**src/rtl/mult_div_unit.sv**
```systemverilog
// Iterative HI/LO multiply/divide unit: radix-2 shift-add multiply and restoring divide.
// Define MDU_FAST_MULT_EN to make MULT/MULTU a single-edge combinational multiply.
module mult_div_unit #(
   parameter int unsigned WIDTH = 32,
   parameter int unsigned CNT_W = 6
) (
   input  logic             clk,
   input  logic             rst_n,
   input  logic             start,
   input  logic [1:0]       op,
   input  logic [WIDTH-1:0] src_a,
   input  logic [WIDTH-1:0] src_b,
   input  logic             hi_we,
   input  logic             lo_we,
   input  logic [WIDTH-1:0] wd,
   output logic             busy,
   output logic             done,
   output logic [WIDTH-1:0] hi,
   output logic [WIDTH-1:0] lo
);
   localparam int unsigned W2 = 2 * WIDTH;
   localparam logic [1:0] S_IDLE = 2'd0;
   localparam logic [1:0] S_RUN  = 2'd1;
   localparam logic [1:0] S_FIX  = 2'd2;
   localparam logic [CNT_W-1:0] CNT_LAST = CNT_W'(WIDTH - 1);

   logic [1:0]       state, state_d;
   logic [CNT_W-1:0] cnt, cnt_d;
   logic [W2-1:0]    acc, acc_d;
   logic [WIDTH-1:0] shreg, shreg_d;
   logic [WIDTH-1:0] opb, opb_d;
   logic             sign_a, sign_a_d;
   logic             sign_b, sign_b_d;
   logic             is_div, is_div_d;
   logic             b_zero, b_zero_d;
   logic [WIDTH-1:0] hi_d, lo_d;
   logic             busy_d, done_d;

   logic [WIDTH:0]   rem_sh;
   logic [WIDTH-1:0] rem_sub;
   logic             neg_q;
   logic [W2-1:0]    prod_fix;
   logic [WIDTH-1:0] q_fix, r_fix;

`ifdef MDU_FAST_MULT_EN
   logic [W2-1:0] ext_a, ext_b, fast_p;
   // Sign- or zero-extend to 2W so a single truncated product serves both MULT and MULTU
   assign ext_a  = op[0] ? {{WIDTH{1'b0}}, src_a} : {{WIDTH{src_a[WIDTH-1]}}, src_a};
   assign ext_b  = op[0] ? {{WIDTH{1'b0}}, src_b} : {{WIDTH{src_b[WIDTH-1]}}, src_b};
   assign fast_p = ext_a * ext_b;
`endif

   always_comb begin
      state_d  = state;
      cnt_d    = cnt;
      acc_d    = acc;
      shreg_d  = shreg;
      opb_d    = opb;
      sign_a_d = sign_a;
      sign_b_d = sign_b;
      is_div_d = is_div;
      b_zero_d = b_zero;
      hi_d     = hi;
      lo_d     = lo;
      done_d   = 1'b0;

      // Divide keeps its partial remainder in acc[W-1:0]; shreg shifts dividend out, quotient in
      rem_sh   = {acc[WIDTH-1:0], shreg[WIDTH-1]};
      rem_sub  = WIDTH'(rem_sh - {1'b0, opb});
      neg_q    = sign_a ^ sign_b;
      prod_fix = neg_q ? (W2'(0) - acc) : acc;
      q_fix    = neg_q ? (WIDTH'(0) - shreg) : shreg;
      r_fix    = sign_a ? (WIDTH'(0) - acc[WIDTH-1:0]) : acc[WIDTH-1:0];

      case (state)
         S_IDLE: begin
            if (start) begin
               sign_a_d = ~op[0] & src_a[WIDTH-1];
               sign_b_d = ~op[0] & src_b[WIDTH-1];
               shreg_d  = sign_a_d ? (WIDTH'(0) - src_a) : src_a;
               opb_d    = sign_b_d ? (WIDTH'(0) - src_b) : src_b;
               is_div_d = op[1];
               b_zero_d = (src_b == {WIDTH{1'b0}});
               acc_d    = W2'(0);
               cnt_d    = CNT_W'(0);
               state_d  = S_RUN;
`ifdef MDU_FAST_MULT_EN
               if (!op[1]) begin
                  state_d    = S_IDLE;
                  {hi_d, lo_d} = fast_p;
                  done_d     = 1'b1;
               end
`endif
            end else begin
               if (hi_we) hi_d = wd;
               if (lo_we) lo_d = wd;
            end
         end
         S_RUN: begin
            cnt_d = cnt + CNT_W'(1);
            if (is_div) begin
               if (rem_sh >= {1'b0, opb}) begin
                  acc_d   = {{WIDTH{1'b0}}, rem_sub};
                  shreg_d = {shreg[WIDTH-2:0], 1'b1};
               end else begin
                  acc_d   = {{WIDTH{1'b0}}, rem_sh[WIDTH-1:0]};
                  shreg_d = {shreg[WIDTH-2:0], 1'b0};
               end
            end else begin
               acc_d   = {acc[W2-2:0], 1'b0} +
                         (shreg[WIDTH-1] ? {{WIDTH{1'b0}}, opb} : W2'(0));
               shreg_d = {shreg[WIDTH-2:0], 1'b0};
            end
            if (cnt == CNT_LAST) state_d = S_FIX;
         end
         S_FIX: begin
            done_d  = 1'b1;
            state_d = S_IDLE;
            if (is_div) begin
               lo_d = b_zero ? {WIDTH{1'b1}} : q_fix;
               hi_d = r_fix;
            end else begin
               {hi_d, lo_d} = prod_fix;
            end
         end
         default: state_d = S_IDLE;
      endcase

      busy_d = (state_d != S_IDLE);
   end

   always_ff @(posedge clk) begin
      if (!rst_n) begin
         state  <= S_IDLE;
         cnt    <= CNT_W'(0);
         acc    <= W2'(0);
         shreg  <= WIDTH'(0);
         opb    <= WIDTH'(0);
         sign_a <= 1'b0;
         sign_b <= 1'b0;
         is_div <= 1'b0;
         b_zero <= 1'b0;
         hi     <= WIDTH'(0);
         lo     <= WIDTH'(0);
         busy   <= 1'b0;
         done   <= 1'b0;
      end else begin
         state  <= state_d;
         cnt    <= cnt_d;
         acc    <= acc_d;
         shreg  <= shreg_d;
         opb    <= opb_d;
         sign_a <= sign_a_d;
         sign_b <= sign_b_d;
         is_div <= is_div_d;
         b_zero <= b_zero_d;
         hi     <= hi_d;
         lo     <= lo_d;
         busy   <= busy_d;
         done   <= done_d;
      end
   end
endmodule

```
**config.mk**
```make
export PLATFORM = sky130hd
export DESIGN_NAME = mult_div_unit
export DESIGN_NICKNAME = d
export VERILOG_FILES = /design/src/rtl/mult_div_unit.sv
export SDC_FILE = /design/constraint.sdc
export NUM_CORES = 1
export LEC_CHECK = 0
export ABC_AREA = 0
export ABC_CLOCK_PERIOD_IN_PS = 7600
export CORE_UTILIZATION = 58
export DETAILED_ROUTE_END_ITERATION = 12
export PLACE_DENSITY = 0.81
export SYNTH_ARGS = -nofsm -noshare
export SYNTH_HDL_FRONTEND = slang
export SYNTH_SLANG_ARGS = --single-unit
```
**constraint.sdc**
```tcl
create_clock -name clk -period 7.6 [get_ports clk]
set_input_delay 1.52 -clock clk [delete_from_list [all_inputs] [get_ports clk]]
set_output_delay 1.52 -clock clk [all_outputs]
set_load 0.005 [all_outputs]
```
== After elaboration in Yosys (flattened, before gate mapping) ==
Cells that the tools add are included.
Word-level totals
  flip-flop bits (word level): 206
  input port bits: 103
  output and inout bits: 66
Cells by class
  add/subtract/negate cells: 8
  magnitude comparators: 1
  equality and inequality tests: 7
  muxes and demuxes: 29
  bitwise logic cells: 4
  reductions and logical operators: 9
Operator list (number)
  $mux 32: 14
  $mux 64: 3
  $pmux 32 s2: 3
  $pmux 64 s2: 1
  $sub 1x32->32 const A: 4
  $add 64x32->64: 1
  $sub 1x64->64 const A: 1
  $ge 33x32->1: 1
  $logic_not 32->1: 1
  $sub 32x32->32: 1
  $pmux 6 s2: 1
  $ne 2x2->1 const B: 4
  $add 6x1->6 const B: 1
  $eq 6x5->1 const B: 1
  $mux 6: 1
  $reduce_and 3->1: 2
  $reduce_bool 2->1: 3
  $mux 2: 2
  $pmux 2 s2: 1
  $reduce_and 2->1: 2
  $mux 1: 3
  $and 1x1->1: 2
  $eq 2x1->1 const B: 1
  $eq 2x2->1 const B: 1
  3 further kinds: 3

== Depth between registers and ports, before layout ==
  depth after elaboration: 5
  gate-level depth with buffers: 15
  gate-level depth less buffers: 13

== Worst setup path after synthesis ==
OpenSTA, ideal clock, no wires.
  kind: input-to-reg
  start point: input port src_b[6]
  end point: register opb[27]
  library setup time: 86 ps
  data arrival time: 3539 ps
  setup slack: 3976 ps
  stages: 8
  cell sequence: nor4_1 nand4b_1 nor4_1 nand3b_1 o41ai_2 xnor2_1 nor2_1 a211oi_1
Between the ends
  longest elaborated chain between the ends: 2
RTL lines
  start: declaration: line 12  | input logic [WIDTH-1:0] src_b,
  $sub 1x32->32: line 81  | opb_d = sign_b_d ? (WIDTH'(0) - src_b) : src_b;
  $mux 32: line 81
  end signal: assignment: line 152  | opb <= opb_d;
  end: declaration: line 31  | logic [WIDTH-1:0] opb, opb_d;
No other way between the ends.
A chain may end at the register's enable or synchronous reset.

== Worst setup path after layout ==
  start point: register shreg[31]
  end point: register acc[25]
Between the ends
  longest elaborated chain between the ends: 4
RTL lines
  start: declaration: line 30  | logic [WIDTH-1:0] shreg, shreg_d;
  start signal: assignment: line 151  | shreg <= shreg_d;
  $mux 32 (tied with other cells): line 111  | (shreg[WIDTH-1] ? {{WIDTH{1'b0}}, opb} : W2'(0));
  $add 64x32->64 / $mux 32 (equally long branches): line 110, 102
  $mux 64 (*): line 101  | if (is_div) begin
  $pmux 64 s2 (*): line 75  | case (state)
  end signal: assignment: line 136  | acc <= W2'(0);
  end signal: assignment: line 150  | acc <= acc_d;
  end: declaration: line 29  | logic [W2-1:0] acc, acc_d;
Every way passes the cells marked *; elsewhere a longest branch is shown, timed or not.

==> flow_summary.json <==
{
  "status": "finished, final reports clean",
  "num_io_pins": 169,
  "initial_utilization": 0.595,
  "path_class": "reg2reg",
  "dp_slack_ns": 2.88,
  "crit_buf_inv": 1,
  "cts_repair_resize_count": 0,
  "p_leak_nw": 7.37,
  "drc": 0,
  "timing.critical_path.depth": 11,
  "period_share": 0.613,
  "slowest_stage": "clkinv_1",
  "r2r_start": "shreg[31]",
  "syn2layout_area_growth_pct": 15.3,
  "root_buffer": "clkbuf_16",
  "dp_cells": 2669,
  "crit_required_ns": 8.03,
  "gp_congestion": 0.998,
  "finalClockSkew_ns": 0.0181,
  "wl_per_cell_um": 21.7,
  "grt_pass1_wl_mm": 89.4,
  "synth_seq_cells": 206,
  "nets": 2492,
  "cap_violations": 0,
  "grt_max_degree": 83,
  "rsz0062_at_grt": "no",
  "slowest_delay_ns": 0.84,
  "final_util": 0.686,
  "vias": 17800,
  "critPathTopFamily": "compound AO/OA/AOI/OAI gates",
  "ys.flop_type": "dfxtp_1",
  "synth_adder_area_share": 0.0540,
  "worst_slew_pin_slew_ns": 1.29,
  "clock_sinks": 206,
  "synthesis.instances": 2270,
  "fp.dieH_um": 172,
  "whs_endpoint": "opb[29]",
  "ir_drop_v": 0.000174,
  "firstDrtPassIters": 6,
  "synth_seq_area_share": 0.247,
  "syn_area_per_cell_um2": 7.36,
  "overflow": 0,
  "ant_nets": 0,
  "max_freq_mhz": 215,
  "setup_tns_ns": 0,
  "synth_top_family_by_area": "compound AO/OA/AOI/OAI gates",
  "syn_nets": 2444,
  "routed_wl_mm": 58.7,
  "drv_slew": 0,
  "synth_edf_count": 0,
  "cts_hold_buf": 0,
  "h-tree-depth": 1,
  "ys_warn_count": 0,
  "synthArstFlopShare": 0,
  "cp_max_fo": 33,
  "startpoint_type": "flop",
  "cts_buffers": 25,
  "dieArea_um2": 29500,
  "hp-class": "reg2reg",
  "synth-simple-area-share": 0.198,
  "cts_setup_buffers": 0,
  "holdCritStartpoint": "opb[29]",
  "grt_pass1_vias": 16500,
  "track_usage": 0.387,
  "core_um2": 28100,
  "critPathArrivalTime_ns": 5.09,
  "die_width_um": 172,
  "via_per_inst": 6.56,
  "slew_headroom": 0.138,
  "synthDistinctLibCells": 80,
  "drtIter0Drc": 2046,
  "rrSetupSlack_ns": 2.94,
  "io_buffers": 168,
  "synthMuxAreaShare": 0.0114,
  "cts_tree": "built",
  "synth_xor_area_frac": 0.137,
  "drive_gt1_frac": 0.0458,
  "syn-cell-area_um2": 16700,
  "diodes": 0,
  "crit_path_end_kind": "flop",
  "synth_compound_area_frac": 0.296,
  "stdcell_count": 2713,
  "final-setup-viol-count": 0,
  "worst_slack_ns": 2.94,
  "holdPathStages": 2,
  "finalHoldViolCount": 0,
  "worstSkewPairLatency_ns": 0.54,
  "antenna_found_initial": 0,
  "hpwl_mm": 44.2,
  "r2r_end": "acc[25]",
  "power_density_nw_per_um2": 170,
  "timing.final.crit_period_ns": 4.66,
  "fp-row-count": 61,
  "path_cells": "clkinv_1, ha_1, nor2b_1, o31a_1, o31ai_1, and2_1, o21ai_1, a31oi_2, nand2_2, a31oi_1, o221ai_1",
  "clock_path_buffers": 3,
  "cts.clk_slew.worst_paths_ns": 0.06,
  "reg2reg_depth": 11
}
## area by class of cell
class	instances	area, um^2
Clock buffer	32	692
Multi-Input combinational cell	1820	11700
Tap cell	378	473
Clock inverter	12	149
Inverter	73	275
Timing Repair Buffer	192	1860
Fill cell	2453	8810
Sequential cell	206	4130
## placed cells by master, fill, tap and decap left out, drive strengths merged, types with 24 or more instances in the layout
master and n:
buf 24, nand2 220, nor4 27, a211oi 58, clkbuf 32, o221ai 34
a21oi 193, a31oi 55, or3 26, dfxtp 206, nor3 33, inv 73
nor2 225, ha 69, o21ai 175, clkdlybuf4s50 168, xor2 102, xnor2 160
nand3 34, o31ai 26, a21o 26, o211ai 31, a22oi 42
## worst register-to-register path, cell delays in order (launching register included)
cell and delay, ns:
dfxtp_1 0.38, clkinv_1 0.84, ha_1 0.66, nor2b_1 0.17, o31a_1 0.18, o31ai_1 0.14
and2_1 0.20, o21ai_1 0.40, a31oi_2 0.32, nand2_2 0.73, a31oi_1 0.29, o221ai_1 0.24
## power by group
part           switching, mW  internal [mW]
registers             0.0567           1.14
logic                  0.514          0.333
clock network          0.493          0.744
total                   1.06           2.21
## sequential cells by signal (all words and copies together) (netlist names)
| signal | cells |
|---|---|
| sign_a | 1 |
| sign_b | 1 |
| busy | 1 |
| shreg | 32 |
| b_zero | 1 |
| hi | 32 |
| state | 2 |
| cnt | 6 |
| acc | 64 |
| opb | 32 |
| lo | 32 |
| done | 1 |
| is_div | 1 |
## cell families (layout without fill, tap and decap cells)
| family | Yosys count | after routing |
|---|---|---|
| muxes | 19 | 19 |
| AOI/OAI and AO/OA | 771 | 771 |
| xor gates and xnor gates | 262 | 262 |
| and+or+nand+nor | 697 | 697 |
| buffers and inverters | 244 | 309 |
| adders and majority gates | 71 | 71 |
| DFF | 206 | 206 |
## how the worst max path moves through the flow
stage	from	to	slack (ns)
3_3_place_gp	src_b[4]	opb[29]	2.95
4_1_cts	shreg[31]	acc[25]	3.07
3_5_place_dp	src_b[4]	opb[27]	2.88
5_1_grt	shreg[31]	acc[25]	2.65
2_1_floorplan	src_b[6]	opb[27]	3.98
6_report	shreg[31]	acc[25]	2.94
## metal layers
| metal | global-route usage | share of wire | vias up |
|---|---|---|---|
| li1 | - | - | 8351 |
| met1 | 0.486 | 0.41 | 8277 |
| met2 | 0.639 | 0.45 | 958 |
| met3 | 0.0580 | 0.087 | 204 |
| met4 | 0.205 | 0.054 | 0 |
| met5 | 0 | 0 | - |
## Yosys cell counts (11+ instances only)
cell | count | area share
a211oi_1 | 58 | 0.026
a21o_1 | 26 | 0.012
a21oi_1 | 193 | 0.058
a22oi_1 | 42 | 0.019
a31oi_1 | 54 | 0.020
and3_1 | 23 | 0.0086
buf_1 | 12 | 0.0027
clkbuf_1 | 147 | 0.033
dfxtp_1 | 206 | 0.25
ha_1 | 69 | 0.052
inv_1 | 71 | 0.016
mux2i_1 | 19 | 0.011
nand2_1 | 220 | 0.049
nand2b_1 | 18 | 0.0067
nand3_1 | 33 | 0.0099
nand4_1 | 16 | 0.0060
nor2_1 | 224 | 0.050
nor2b_1 | 11 | 0.0041
nor3_1 | 30 | 0.0090
nor4_1 | 27 | 0.010
o211ai_1 | 31 | 0.014
o21a_1 | 14 | 0.0063
o21ai_0 | 156 | 0.047
o21ai_1 | 19 | 0.0057
o221ai_1 | 34 | 0.018
o22ai_1 | 23 | 0.0086
o31ai_1 | 26 | 0.012
o41ai_1 | 13 | 0.0068
or2_2 | 12 | 0.0045
or3_1 | 23 | 0.0086
or4_1 | 13 | 0.0058
xnor2_1 | 160 | 0.084
xor2_1 | 102 | 0.053
## through the flow
step | hold slack, ns | cell area [um^2] | total power, mW
2_1_floorplan | 0.432 | 16700 | 1.74
3_3_place_gp | 0.441 | 18400 | 2.03
3_5_place_dp | 0.452 | 18400 | 2.04
4_1_cts | 0.461 | 19300 | 3.27
5_1_grt | 0.491 | 19300 | 3.40
6_report | 0.457 | 19300 | 3.28
Note: power is estimated with default switching activity, not from simulation.
